==> src/rtl/fwd_pkg.sv <==
`default_nettype none
// ============================================================================
// Module : fwd_pkg
// Brief  : Shared types and helpers for the forwarding / load-use hazard unit.
// Rev    : 1.0  initial release
// ============================================================================
package fwd_pkg;

    // Tracked rd field is stored zero-extended to this width; REG_AW must not exceed it.
    localparam int FWD_MAX_AW = 8;
    localparam int FWD_SEL_RF = 0;

    typedef struct packed {
        logic                  valid;
        logic [FWD_MAX_AW-1:0] rd;
        logic                  is_load;
    } fwd_entry_t;

    function automatic int fwd_sel_width(input int depth);
        return $clog2(depth + 1);
    endfunction

    function automatic logic [31:0] fwd_sat_add(input logic [31:0] a, input logic [31:0] b);
        logic [32:0] sum;
        sum = {1'b0, a} + {1'b0, b};
        return sum[32] ? 32'hFFFF_FFFF : sum[31:0];
    endfunction

endpackage
`default_nettype wire

==> src/rtl/fwd_hazard_unit_src_match.sv <==
`default_nettype none
// ============================================================================
// Module : fwd_src_match
// Brief  : Youngest-producer select and load-use hazard flag for one operand.
// Rev    : 1.0  initial release
// ============================================================================
module fwd_src_match
    import fwd_pkg::*;
#(
    parameter int REG_AW    = 4,
    parameter int FWD_DEPTH = 2,
    parameter int LOAD_LAT  = 1,
    parameter int SELW      = fwd_sel_width(FWD_DEPTH)
) (
    input  fwd_entry_t [FWD_DEPTH-1:0] entries,
    input  logic [REG_AW-1:0]          src,
    input  logic                       src_used,
    input  logic                       id_valid,
    output logic [SELW-1:0]            fwd_sel,
    output logic                       hazard
);

    logic [FWD_MAX_AW-1:0] w_src;
    logic [SELW-1:0]       w_sel;
    logic                  w_sel_load;

    assign w_src = FWD_MAX_AW'(src);

    // Scan oldest to youngest so the youngest match overwrites older ones.
    always_comb begin
        w_sel      = SELW'(FWD_SEL_RF);
        w_sel_load = 1'b0;
        for (int k = FWD_DEPTH; k >= 1; k--) begin
            if (entries[k-1].valid && (entries[k-1].rd == w_src) &&
                (src != '0) && src_used) begin
                w_sel      = SELW'(k);
                w_sel_load = entries[k-1].is_load;
            end
        end
    end

    assign hazard  = id_valid && w_sel_load && (w_sel != '0) && (int'(w_sel) <= LOAD_LAT);
    assign fwd_sel = hazard ? SELW'(FWD_SEL_RF) : w_sel;

endmodule
`default_nettype wire

==> src/rtl/fwd_hazard_unit.sv <==
`default_nettype none
// ============================================================================
// Module : fwd_hazard_unit
// Brief  : Tracks in-flight writers, selects operand forwarding and stalls on
//          load-use. Optional statistics counters under FWD_HAZARD_STATS_EN.
// Rev    : 1.0  initial release
// ============================================================================
module fwd_hazard_unit
    import fwd_pkg::*;
#(
    parameter int REG_AW    = 4,
    parameter int NUM_SRC   = 2,
    parameter int FWD_DEPTH = 2,
    parameter int LOAD_LAT  = 1,
    parameter int SELW      = fwd_sel_width(FWD_DEPTH)
) (
    input  logic                      clk,
    input  logic                      rst_n,
    input  logic                      flush,
    input  logic                      id_valid,
    input  logic [REG_AW-1:0]         id_rd,
    input  logic                      id_we,
    input  logic                      id_is_load,
    input  logic [NUM_SRC*REG_AW-1:0] id_src,
    input  logic [NUM_SRC-1:0]        id_src_used,
    output logic                      stall,
    output logic [NUM_SRC*SELW-1:0]   fwd_sel,
    output logic                      busy
`ifdef FWD_HAZARD_STATS_EN
    ,
    output logic [31:0]               stat_stall_cyc,
    output logic [31:0]               stat_fwd_cnt,
    output logic [31:0]               stat_ld_hazards
`endif
);

    fwd_entry_t [FWD_DEPTH-1:0] entries_q, entries_d;
    logic [NUM_SRC-1:0]         w_hazard;
    logic [NUM_SRC*SELW-1:0]    w_sel;
    logic                       w_issue;

    generate
        for (genvar i = 0; i < NUM_SRC; i++) begin : g_src
            fwd_src_match #(
                .REG_AW    (REG_AW),
                .FWD_DEPTH (FWD_DEPTH),
                .LOAD_LAT  (LOAD_LAT),
                .SELW      (SELW)
            ) u_match (
                .entries  (entries_q),
                .src      (id_src[i*REG_AW +: REG_AW]),
                .src_used (id_src_used[i]),
                .id_valid (id_valid),
                .fwd_sel  (w_sel[i*SELW +: SELW]),
                .hazard   (w_hazard[i])
            );
        end
    endgenerate

    assign stall   = ~flush & (|w_hazard);
    assign fwd_sel = flush ? '0 : w_sel;
    assign w_issue = id_valid & ~stall & ~flush;

    // A flush empties every stage, including the slot the ID instruction would take.
    always_comb begin
        entries_d = '0;
        if (!flush) begin
            for (int k = 1; k < FWD_DEPTH; k++) begin
                entries_d[k] = entries_q[k-1];
            end
            if (w_issue && id_we && (id_rd != '0)) begin
                entries_d[0].valid   = 1'b1;
                entries_d[0].rd      = FWD_MAX_AW'(id_rd);
                entries_d[0].is_load = id_is_load;
            end
        end
    end

    always_ff @(posedge clk or negedge rst_n) begin
        if (!rst_n) begin
            entries_q <= '0;
        end else begin
            entries_q <= entries_d;
        end
    end

    always_comb begin
        busy = 1'b0;
        for (int k = 0; k < FWD_DEPTH; k++) begin
            busy = busy | entries_q[k].valid;
        end
    end

`ifdef FWD_HAZARD_STATS_EN
    logic [31:0] stall_cyc_q, stall_cyc_d;
    logic [31:0] fwd_cnt_q, fwd_cnt_d;
    logic [31:0] ld_haz_q, ld_haz_d;
    logic        stall_prev_q;
    logic [31:0] w_fwd_ops;

    always_comb begin
        w_fwd_ops = '0;
        for (int i = 0; i < NUM_SRC; i++) begin
            if (w_issue && (fwd_sel[i*SELW +: SELW] != '0)) begin
                w_fwd_ops = w_fwd_ops + 32'd1;
            end
        end
        stall_cyc_d = fwd_sat_add(stall_cyc_q, {31'd0, stall});
        fwd_cnt_d   = fwd_sat_add(fwd_cnt_q, w_fwd_ops);
        ld_haz_d    = fwd_sat_add(ld_haz_q, {31'd0, stall & ~stall_prev_q});
    end

    always_ff @(posedge clk or negedge rst_n) begin
        if (!rst_n) begin
            stall_cyc_q  <= '0;
            fwd_cnt_q    <= '0;
            ld_haz_q     <= '0;
            stall_prev_q <= 1'b0;
        end else begin
            stall_cyc_q  <= stall_cyc_d;
            fwd_cnt_q    <= fwd_cnt_d;
            ld_haz_q     <= ld_haz_d;
            stall_prev_q <= stall;
        end
    end

    assign stat_stall_cyc  = stall_cyc_q;
    assign stat_fwd_cnt    = fwd_cnt_q;
    assign stat_ld_hazards = ld_haz_q;
`endif

endmodule
`default_nettype wire

==> config.mk <==
export PLATFORM = sky130hd
export DESIGN_NAME = fwd_hazard_unit
export DESIGN_NICKNAME = d
export VERILOG_FILES = /design/src/rtl/fwd_pkg.sv /design/src/rtl/fwd_hazard_unit_src_match.sv /design/src/rtl/fwd_hazard_unit.sv
export SDC_FILE = /design/constraint.sdc
export NUM_CORES = 1
export LEC_CHECK = 0
export ABC_CLOCK_PERIOD_IN_PS = 1800
export BUFFER_PORTS_ARGS = -buffer_cell sky130_fd_sc_hd__buf_2
export CAP_MARGIN = 0
export CORE_MARGIN = 4
export CORE_UTILIZATION = 48
export CTS_CLUSTER_SIZE = 25
export DETAILED_ROUTE_END_ITERATION = 8
export PLACE_DENSITY_LB_ADDON = 0.15
export REMOVE_ABC_BUFFERS = 1
export SETUP_SLACK_MARGIN = 0.2
export SYNTH_ARGS = -nofsm -noshare
export SYNTH_HDL_FRONTEND = slang
export SYNTH_HIERARCHICAL = 1
export SYNTH_SLANG_ARGS = --single-unit
==> constraint.sdc <==
create_clock -name clk -period 1.8 [get_ports clk]
set_input_delay 0.18 -clock clk [delete_from_list [all_inputs] [get_ports clk]]
set_output_delay 0.18 -clock clk [all_outputs]
set_load 0.03 [all_outputs]
=== Yosys cells after proc, flatten, opt, wreduce, memory -nomap -nowiden ===
Index checks and enable logic that the tools add are counted.

* Reduce and logical (&&, ||, !) cells: 26
* Multiplexer cells: 13
* Bitwise gates (word level): 6
* Equality and inequality tests: 4
* $lt $le $gt $ge: 2

{| class="wikitable"
|+ Operators by type and width
! cell !! count
|-
| $eq 8x4->1 || 4
|-
| $logic_and 1x1->1 || 20
|-
| $mux 20 || 1
|-
| $mux 2 || 6
|-
| $reduce_bool 4->1 || 3
|-
| $mux 10 || 1
|-
| $le 2x1->1 const B || 2
|-
| $mux 1 || 4
|-
| $mux 4 || 1
|-
| $reduce_bool 2->1 || 2
|-
| $and 1x1->1 || 3
|-
| $not 1->1 || 2
|-
| $reduce_or 2->1 || 1
|-
| $or 1x1->1 || 1
|}

* Logic and storage cells: 57
* Input bits: 20
* Output and inout port bits: 6
* Register bits after elaboration: 20

=== Longest topological paths before layout ===
Gate-level depths: netlist (run 1).

* Depth in word-level cells: 18
* Mapped depth: 5
* Mapped depth without buffers: 5

=== Cells and area by module ===
Netlist (run 1), hierarchy kept.

{| class="wikitable"
|+ Modules (own cells, without submodules)
! module !! area an instance (sq um) !! cells each !! sequential area each (sq um) !! instances
|-
| fwd_hazard_unit || 467.9 || 34 || 300.3 || 1
|-
| fwd_src_match || 143.9 || 19 || 0.0 || 2
|}

=== Worst setup path before layout (run 1) ===
OpenSTA, ideal clock, no wires.

* Path type: reg2reg
* From: reg entries_q[2] in the netlist's numbering
* To: reg entries_q[9] in the netlist's numbering
* Setup slack: 110 ps
* Required time: 1660 ps
* Library setup time: 140 ps
* Stages on the path, launching flop included: 6
* Arrival: 1551 ps
* Cell sequence: dfrtp_1 -> xnor2_1 -> nand4_1 -> nor3_1 -> o21ba_1 -> nor3_1

{| class="wikitable"
|+ RTL lines
! what !! line !! source
|-
| start, declared || fwd_hazard_unit.sv:37 || <nowiki>fwd_entry_t [FWD_DEPTH-1:0] entries_q, entries_d;</nowiki>
|-
| start signal, assigned || fwd_hazard_unit.sv:83 || <nowiki>entries_q <= entries_d;</nowiki>
|}

=== Worst setup path after layout (run 1) ===
* From: reg entries_q[3] in the netlist's numbering
* To: out stall

* Cells in the longest elaborated chain, start to end: 10

{| class="wikitable"
|+ RTL lines
! what !! line !! source
|-
| $eq 8x4->1 (*) || fwd_hazard_unit_src_match.sv:34 || <nowiki>if (entries[k-1].valid && (entries[k-1].rd == w_src) &&</nowiki>
|-
| $logic_and 1x1->1 (*) (2 in a row) || fwd_hazard_unit_src_match.sv:34 ||
|-
| $logic_and 1x1->1 (*) || fwd_hazard_unit_src_match.sv:35 || <nowiki>(src != '0) && src_used) begin</nowiki>
|-
| branches (longest 3 deep; another with $le 2x1->1) || -- ||
|-
| $logic_and 1x1->1 (*) || fwd_hazard_unit_src_match.sv:42 || <nowiki>assign hazard = id_valid && w_sel_load && (w_sel != '0) && (int'(w_sel) <= LOAD_LAT);</nowiki>
|-
| named net w_hazard[1] || fwd_hazard_unit.sv:38 || <nowiki>logic [NUM_SRC-1:0] w_hazard;</nowiki>
|-
| $reduce_or 2->1 (*) || fwd_hazard_unit.sv:60 || <nowiki>assign stall = ~flush & (|w_hazard);</nowiki>
|-
| $and 1x1->1 (*) || fwd_hazard_unit.sv:60 ||
|-
| end, declared || fwd_hazard_unit.sv:26 || <nowiki>output logic stall,</nowiki>
|}

Mark *: on every way through the listed nets, which the timed path passes.

==> results.sh, run 1 <==
export IMPL_finalHoldViolCount=0
export IMPL_stdcell_count=136
export IMPL_final_util_pct=80.7
export IMPL_cts_buffers=3
export IMPL_slew_viol_final=0
export IMPL_drtAntennaViolNets=0
export IMPL_rows=13
export IMPL_nets=142
export IMPL_critPathTopFamily="simple AND/OR/NAND/NOR gates"
export IMPL_max_cap_violations=0
export IMPL_start_util_pct=53.0
export IMPL_dp_cells=126
export IMPL_syn_area_um2=724
export IMPL_finalHoldWorstSlack_ns=0.174
export IMPL_critPathLaunchType="flop"
export IMPL_core_area_um2=1370
export IMPL_placed_area_um2=936
export IMPL_sw_frac_of_total_pct=26.8
export IMPL_end_kind="output pin"
export IMPL_nFillCells=91
export IMPL_totalPowerFinal_mw=0.528
export IMPL_dp_hpwl_um=1340
export IMPL_wl_um=1820
export IMPL_p_comb_share_pct=19.0
export IMPL_syn2layout_area_growth_pct=52.2
export IMPL_detail_route_wl_per_cell_um=13.4
export IMPL_ir_drop_uv=434
export IMPL_die_y_um=46.9
export IMPL_worstSkewPairLatency_ns=0.27
export IMPL_netlist_instances=70
export IMPL_hp_class="input port to flop"
export IMPL_top_register="entries_q"
export IMPL_grt_pass1_wl_um=2970
export IMPL_cts_tree="built"
export IMPL_final_cell_area_um2=1100
export IMPL_crit_chain="xnor2_1 -> nand4_1 -> nor3_2 -> o21ba_4 -> buf_6"
export IMPL_dieWidth_um=46.9
export IMPL_crit_buf_inv=1
export IMPL_dieArea_um2=2190
export IMPL_worst_path_max_fanout=3
export IMPL_max_stage_delay_ns=0.42
export IMPL_required_ns=1.62
export IMPL_cp_slowest_cell="dfrtp_1"
export IMPL_syn_area_per_cell_um2=10.3
export IMPL_seq_area_um2=275
export IMPL_outcome="finished, violations left"
export IMPL_largest_reg_flops=11
export IMPL_largestRegisters="entries_q x11"
export IMPL_worst_pin_slew_ns=0.700
export IMPL_internal_power_mw=0.386
export IMPL_overflow=0
export IMPL_grtUsageTotal_pct=19.4
export IMPL_n_antenna_cell=0
export IMPL_fin_ws_ns=-0.0423
export IMPL_fin_crit_sh_pct=102
export IMPL_grt_max_degree=12
export IMPL_io_pins=26
export IMPL_first_global_vias=720
export IMPL_place_ws_ns=0.118
export IMPL_final_layout_size_suffix_gt1_share_pct=39.7
export IMPL_fmax_mhz=543
export IMPL_power_frac_seq_pct=49.0
export IMPL_multi_input_area_um2=571
export IMPL_portBuffers=25
export IMPL_antenna_found_initial=0
export IMPL_critPathKind="flop to output pin"
export IMPL_clock_skew_ns=0.00847
export IMPL_switching_power_mw=0.141
export IMPL_vias=701
export IMPL_viasPerCell=5.15
export IMPL_synth_yosys_warnings=6
export IMPL_htreeDepth=1
export IMPL_rsz0062_at_grt="yes"
export IMPL_violations="setup timing"
export IMPL_critPathArrivalTime_ns=1.66
export IMPL_clock_sinks=11
export IMPL_leakagePower_nw=0.546
export IMPL_p_per_area_nw_per_um2=479
export IMPL_setup_viol=2
export IMPL_finalCriticalPeriod_ns=1.84
export IMPL_root_buffer="clkbuf_4"
export IMPL_tns_ns=-0.0635
export IMPL_drcViolationCount=0
export IMPL_pwr_share_clk_pct=32.0
export IMPL_slew_headroom_pct=52.9
export IMPL_path_clk_slew_ns=0.08
export IMPL_drtIter0Drc=1
export IMPL_place_gp_congestion=0.835
export IMPL_clk_path_buf_depth=2
export IMPL_drtPass1Iterations=2
power by group through the flow:
stage | logic, mW | clock network (mW) | registers, mW
floorplan | 0.0439 | 0 | 0.262
global placement | 0.0868 | 0 | 0.263
detailed placement | 0.0882 | 0 | 0.263
CTS | 0.0938 | 0.173 | 0.258
global route | 0.111 | 0.186 | 0.259
finish | 0.100 | 0.169 | 0.258
final cells by class:
cell class | count | area share [%]
multi-input cells | 73 | 51.8
flip-flops and latches | 11 | 25.0
repair buffers | 33 | 19.2
clock buffers | 4 | 2.38
well taps | 15 | 1.70
metal layers:
| metal | track usage (%) | share of wire (%) |
|---|---|---|
| met2 | 35.2 | 50 |
| met4 | 8.29 | 2.2 |
| met1 | 22.1 | 41 |
| met3 | 3.45 | 6.7 |
| met5 | 0 | 0 |
placed cells by master, fill, tap and decap left out, types with 3 or more instances in the layout:
cell,instances
nor4_1,5
nor2b_1,9
nor4b_2,3
xnor2_1,7
xor2_1,8
buf_2,20
conb_1,16
buf_6,3
buf_4,9
clkbuf_4,3
dfrtp_1,11
worst paths after layout:
| path | slack [ns] | startpoint | end | cells after the start |
|---|---|---|---|---|
| min | 0.17 | id_is_load | entries_q[0] | 2 |
| max reg2reg | 0.16 | entries_q[3] | entries_q[0] | 7 |
| min reg2reg | 0.57 | entries_q[9] | entries_q[19] | 1 |
| max | -0.04 | entries_q[3] | stall | 5 |
| max in group asynchronous | 1.27 | rst_n | entries_q[14] | 2 |
| min in group asynchronous | 0.31 | rst_n | entries_q[19] | 2 |
timing repair:
action	4_1_cts	5_1_grt
hold buffers	1	0
hold endpoints to repair	11	0
resized for setup	9	11
buffers inserted	1	4
endpoints found under the setup margin	5	6
pin swaps	10	7
Power figures use the tool's default switching activity.
==> run 2, diff against run 1 <==
Settings changed: CAP_MARGIN 0 to 20, GPL_TIMING_DRIVEN set to 0.
==> run 2 against run 1 <==
Maximum frequency up 1.4%. Clock skew down 0.0061 ns. Highest routed layer unchanged. Wire length decreased by 6.1%. The flow still finishes with violations (setup timing). Global-route usage fell by 1.7 points. Non-clock buffer count fell by 3. Cell count fell by 2.2%.
==> results.sh, run 2 (synthesis results as in run 1) <==
export IMPL_outcome="finished, violations left"
export IMPL_violations="setup timing"
export IMPL_multi_input_area_um2=569
export IMPL_first_global_vias=681
export IMPL_die_y_um=46.9
export IMPL_place_ws_ns=-0.131
export IMPL_top_register="entries_q"
export IMPL_fmax_mhz=551
export IMPL_root_buffer="clkbuf_4"
export IMPL_critPathKind="flop to output pin"
export IMPL_worstSkewPairLatency_ns=0.25
export IMPL_max_cap_violations=0
export IMPL_hp_class="input port to flop"
export IMPL_final_common_cell="buf_2"
export IMPL_n_antenna_cell=0
export IMPL_required_ns=1.62
export IMPL_slew_viol_final=0
export IMPL_critPathLaunchType="flop"
export IMPL_core_area_um2=1370
export IMPL_grtUsageTotal_pct=17.7
export IMPL_final_cell_mix="buf_2 (20), conb_1 (16), dfrtp_1 (11)"
export IMPL_hp_start="id_rd[0]"
export IMPL_final_cell_area_um2=1070
export IMPL_grt_max_degree=12
export IMPL_largest_reg_flops=11
export IMPL_dp_hpwl_um=1290
export IMPL_r2r_slack_ns=0.31
export IMPL_hold_depth=2
export IMPL_finalCriticalPeriod_ns=1.82
export IMPL_seq_area_um2=275
export IMPL_vias=669
export IMPL_fin_crit_sh_pct=101
export IMPL_final_layout_size_suffix_gt1_share_pct=37.3
export IMPL_end_kind="output pin"
export IMPL_overflow=0
export IMPL_grt_pass1_wl_um=2780
export IMPL_dieArea_um2=2190
export IMPL_rr_endpoint="entries_q[1]"
export IMPL_drcViolationCount=0
export IMPL_clk_path_buf_depth=2
export IMPL_placed_area_um2=921
export IMPL_fin_ws_ns=-0.0161
export IMPL_drtIter0Drc=4
export IMPL_finalHoldViolCount=0
export IMPL_io_pins=26
export IMPL_worstRegToRegCells=6
export IMPL_drtPass1Iterations=4
export IMPL_detail_route_wl_per_cell_um=12.9
export IMPL_syn2layout_area_growth_pct=48.4
export IMPL_dieWidth_um=46.9
export IMPL_ir_drop_uv=509
export IMPL_nFillCells=96
export IMPL_worst_path_max_fanout=3
export IMPL_drtAntennaViolNets=0
export IMPL_nets=139
export IMPL_path_clk_slew_ns=0.06
export IMPL_rsz0062_at_grt="yes"
export IMPL_clock_sinks=11
export IMPL_largestRegisters="entries_q x11"
export IMPL_viasPerCell=5.03
export IMPL_wl_um=1710
export IMPL_cts_buffers=3
export IMPL_cts_tree="built"
export IMPL_start_util_pct=53.0
export IMPL_setup_viol=1
export IMPL_r2r_start="entries_q[3]"
export IMPL_critPathArrivalTime_ns=1.64
export IMPL_htreeDepth=1
export IMPL_portBuffers=25
export IMPL_rows=13
export IMPL_leakagePower_nw=0.550
export IMPL_min_to="entries_q[1]"
export IMPL_antenna_found_initial=0
export IMPL_place_gp_congestion=0.866
export IMPL_p_per_area_nw_per_um2=476
export IMPL_clock_skew_ns=0.00240
run 2: cell count changes in the layout (fill, tap and decap cells not counted):
cell,previous run,this run
buf_4,9,7
nor3b_1,1,2
nor3_2,2,0
nor3_4,0,2
nor2b_1,9,8
xnor2_1,7,8
nor4b_2,3,4
nor3b_2,1,0
nor4b_4,1,0
nor2b_4,0,1
buf_6,3,2
xnor2_2,1,0
run 2: critical path, stage by stage (launching register included):
cell,delay (ns)
dfrtp_1,0.42
xnor2_1,0.16
nand4_1,0.16
buf_4,0.18
nor3_4,0.15
o21ba_4,0.18
buf_6,0.13
run 2: worst max-delay path by stage:
stage | start | to | slack, ns | cells past startpoint
6_report | entries_q[4] | stall | -0.02 | 6
5_1_grt | entries_q[2] | fwd_sel[2] | -0.15 | 5
4_1_cts | entries_q[1] | fwd_sel[3] | 0.005 | 5
3_5_place_dp | entries_q[1] | stall | -0.13 | 5
3_3_place_gp | entries_q[3] | stall | -0.04 | 5
2_1_floorplan | entries_q[2] | entries_q[9] | 0.11 | 5
run 2: through the flow:
| step | power [mW] | hold slack [ns] | setup TNS, ns | cells | util (%) |
|---|---|---|---|---|---|
| 6_report | 0.511 | 0.199 | -0.0161 | 133 | 78.7 |
| 4_1_cts | 0.515 | 0.184 | 0 | 131 | 76.2 |
| 5_1_grt | 0.541 | 0.176 | -0.512 | 133 | 78.7 |
| 3_5_place_dp | 0.350 | 0.0546 | -0.131 | 124 | 67.4 |
| 3_3_place_gp | 0.348 | 0.0496 | -0.0447 | 124 | 67.4 |
| 2_1_floorplan | 0.306 | -0.116 | 0 | 84 | - |
run 2: cell type report:
| type | instances | share of cell area, % |
|---|---|---|
| Multi-Input combinational cell | 73 | 53.0 |
| Sequential cell | 11 | 25.6 |
| Timing Repair Buffer | 30 | 17.2 |
| Clock buffer | 4 | 2.44 |
| Tap cell | 15 | 1.75 |
run 2: repair_timing:
| item | 4_1_cts | 5_1_grt |
|---|---|---|
| resized for setup | 16 | 3 |
| hold buffers | 1 | 0 |
| endpoints found under the hold margin | 11 | 0 |
| buffers inserted | 2 | 2 |
| setup endpoints to repair | 7 | 5 |
| pin swaps | 7 | 1 |
run 2: where the power goes:
part	switching [mW]	internal [mW]	total (mW)
clock	0.0693	0.0853	0.155
combinational	0.0518	0.0464	0.0982
sequential	0.00567	0.253	0.259
run 2: routing by layer:
metal  GRT usage, %  routed length, µm  vias up
li1               -                  -      340
met1           20.5                674      307
met2           33.3                901       20
met3           2.68                110        2
met4           4.97                 25        0
met5              0                  0        -
==> run 3, diff against run 2 <==
Settings changed: CORE_UTILIZATION 48 to 50, CTS_BUF_LIST set to sky130_fd_sc_hd__clkbuf_4 sky130_fd_sc_hd__clkbuf_8.
==> run 3 against run 2 <==
The run still ends with setup timing left. Global-route usage increased by 2.3 points. Critical path depth decreased by 1. Final area down 0.12%. Flip-flop and latch count did not move. Via count shrank 1.0%. Die area down 3.3%. First-iteration DRC count rose by 50%. Maximum frequency decreased by 3.1%. Critical path type unchanged. Critical endpoint is now fwd_sel[1]. Largest power group unchanged.
==> results.sh, run 3 (synthesis results as in run 1) <==
export IMPL_outcome="finished, violations left"
export IMPL_violations="setup timing"
export IMPL_syn2layout_area_growth_pct=48.2
export IMPL_cp_slowest_cell="dfrtp_1"
export IMPL_viasPerCell=5.02
export IMPL_place_ws_ns=-0.105
export IMPL_setup_viol=4
export IMPL_place_gp_congestion=0.800
export IMPL_core_area_um2=1330
export IMPL_path_clk_slew_ns=0.07
export IMPL_critPathKind="flop to output pin"
export IMPL_root_buffer="clkbuf_4"
export IMPL_clock_sinks=11
export IMPL_fin_ws_ns=-0.0734
export IMPL_cts_buffers=3
export IMPL_grtUsageTotal_pct=20.0
export IMPL_hp_class="input port to flop"
export IMPL_clk_path_buf_depth=2
export IMPL_vias=662
export IMPL_overflow=0
export IMPL_first_global_vias=672
export IMPL_max_cap_violations=0
export IMPL_drcViolationCount=0
export IMPL_crit_buf_inv=1
export IMPL_dieWidth_um=46.1
export IMPL_clock_skew_ns=0.00783
export IMPL_drtIter0Drc=6
export IMPL_grt_pass1_wl_um=2910
export IMPL_ir_drop_uv=365
export IMPL_wl_met1_um=691
export IMPL_drtAntennaViolNets=0
export IMPL_htreeDepth=1
export IMPL_portBuffers=25
export IMPL_end_kind="output pin"
export IMPL_io_pins=26
export IMPL_finalHoldWorstSlack_ns=0.181
export IMPL_critPathLaunchType="flop"
export IMPL_rows=13
export IMPL_max_stage_delay_ns=0.43
export IMPL_antenna_found_initial=0
export IMPL_rsz0062_at_grt="yes"
export IMPL_die_y_um=46.1
export IMPL_n_antenna_cell=0
export IMPL_dr_wl_met3_um=132
export IMPL_worst_path_max_fanout=3
export IMPL_slew_viol_final=0
export IMPL_nets=138
export IMPL_required_ns=1.62
export IMPL_dieArea_um2=2120
export IMPL_met2_length_um=881
export IMPL_cts_tree="built"
export IMPL_finalHoldViolCount=0
export IMPL_wl_um=1740
export IMPL_worstSkewPairLatency_ns=0.27
export IMPL_critPathTopFamily="flip-flops"
export IMPL_top_register="entries_q"
export IMPL_fmax_mhz=534
export IMPL_crit_cells=5
export IMPL_fin_crit_sh_pct=104
export IMPL_highest_layer="met4"
export IMPL_largestRegisters="entries_q x11"
export IMPL_grt_max_degree=12
export IMPL_final_cell_mix="buf_2 (20), conb_1 (16), dfrtp_1 (11)"
export IMPL_final_common_cell="buf_2"
export IMPL_p_per_area_nw_per_um2=498
export IMPL_start_util_pct=54.3
export IMPL_final_layout_size_suffix_gt1_share_pct=38.5
export IMPL_crit_chain="xnor2_1 -> nand4_1 -> o211a_1 -> nor2b_2 -> buf_6"
export IMPL_drtPass1Iterations=4
export IMPL_largest_reg_flops=11
export IMPL_critPathArrivalTime_ns=1.69
export IMPL_hold_depth=2
export IMPL_leakagePower_nw=0.556
export IMPL_finalCriticalPeriod_ns=1.87
export IMPL_detail_route_wl_per_cell_um=13.2
export IMPL_worstRegToRegCells=6
## run 3: changes by cell type in the layout (fill, tap and decap cells not counted)
cell      change
nor2b_2       +1
buf_4         -1
nor4b_1       +2
xnor2_2       +2
clkbuf_1      -1
nor4b_2       -2
nor2b_4       -1
nor3b_1       -1
xnor2_1       -2
nor3b_2       +1
clkbuf_4      +1
## run 3: routing by layer
metal  vias up  GRT usage [%]
li1        339              -
met1       289           23.5
met2        28           34.3
met3         6           2.73
met4         0           11.4
met5         -              0
## run 3: stage by stage
step | std cells | TNS (ns) | cell area [µm²] | power [mW] | util (%)
6_report | 132 | -0.198 | 1070 | 0.535 | 80.5
5_1_grt | 132 | -0.635 | 1070 | 0.572 | 80.5
4_1_cts | 131 | -0.00400 | 1030 | 0.535 | 77.0
3_5_place_dp | 124 | -0.105 | 921 | 0.351 | 69.0
3_3_place_gp | 124 | -0.0574 | 921 | 0.348 | 69.0
2_1_floorplan | 84 | 0 | 777 | 0.306 | -
## run 3: timing repair
action	4_1_cts	5_1_grt
hold buffers	1	0
buffers inserted	2	1
cloned	0	0
pin swaps	3	4
gates resized for setup	13	7
endpoints found under the hold margin	11	0
endpoints found under the setup margin	7	5
## run 3: final timing paths
kind	to	from	slack, ns
worst min-delay path	entries_q[0]	id_is_load	0.18
max in group asynchronous	entries_q[11]	rst_n	1.30
worst max register to register	entries_q[0]	entries_q[3]	0.26
min in group asynchronous	entries_q[12]	rst_n	0.30
worst max-delay path	fwd_sel[1]	entries_q[4]	-0.07
worst min register to register	entries_q[19]	entries_q[9]	0.57
## run 3: final cells by class
type                            count  area, µm²
Clock buffer                        4       30.0
Multi-Input combinational cell     73        572
Fill cell                          99        260
Sequential cell                    11        275
Timing Repair Buffer               29        178
Tap cell                           15       18.8
## run 3: where the power goes
group          internal (mW)  leakage, nW  switching, mW
Clock                  0.101       0.0184         0.0761
Combinational         0.0467        0.387         0.0527
Sequential             0.253        0.151        0.00598
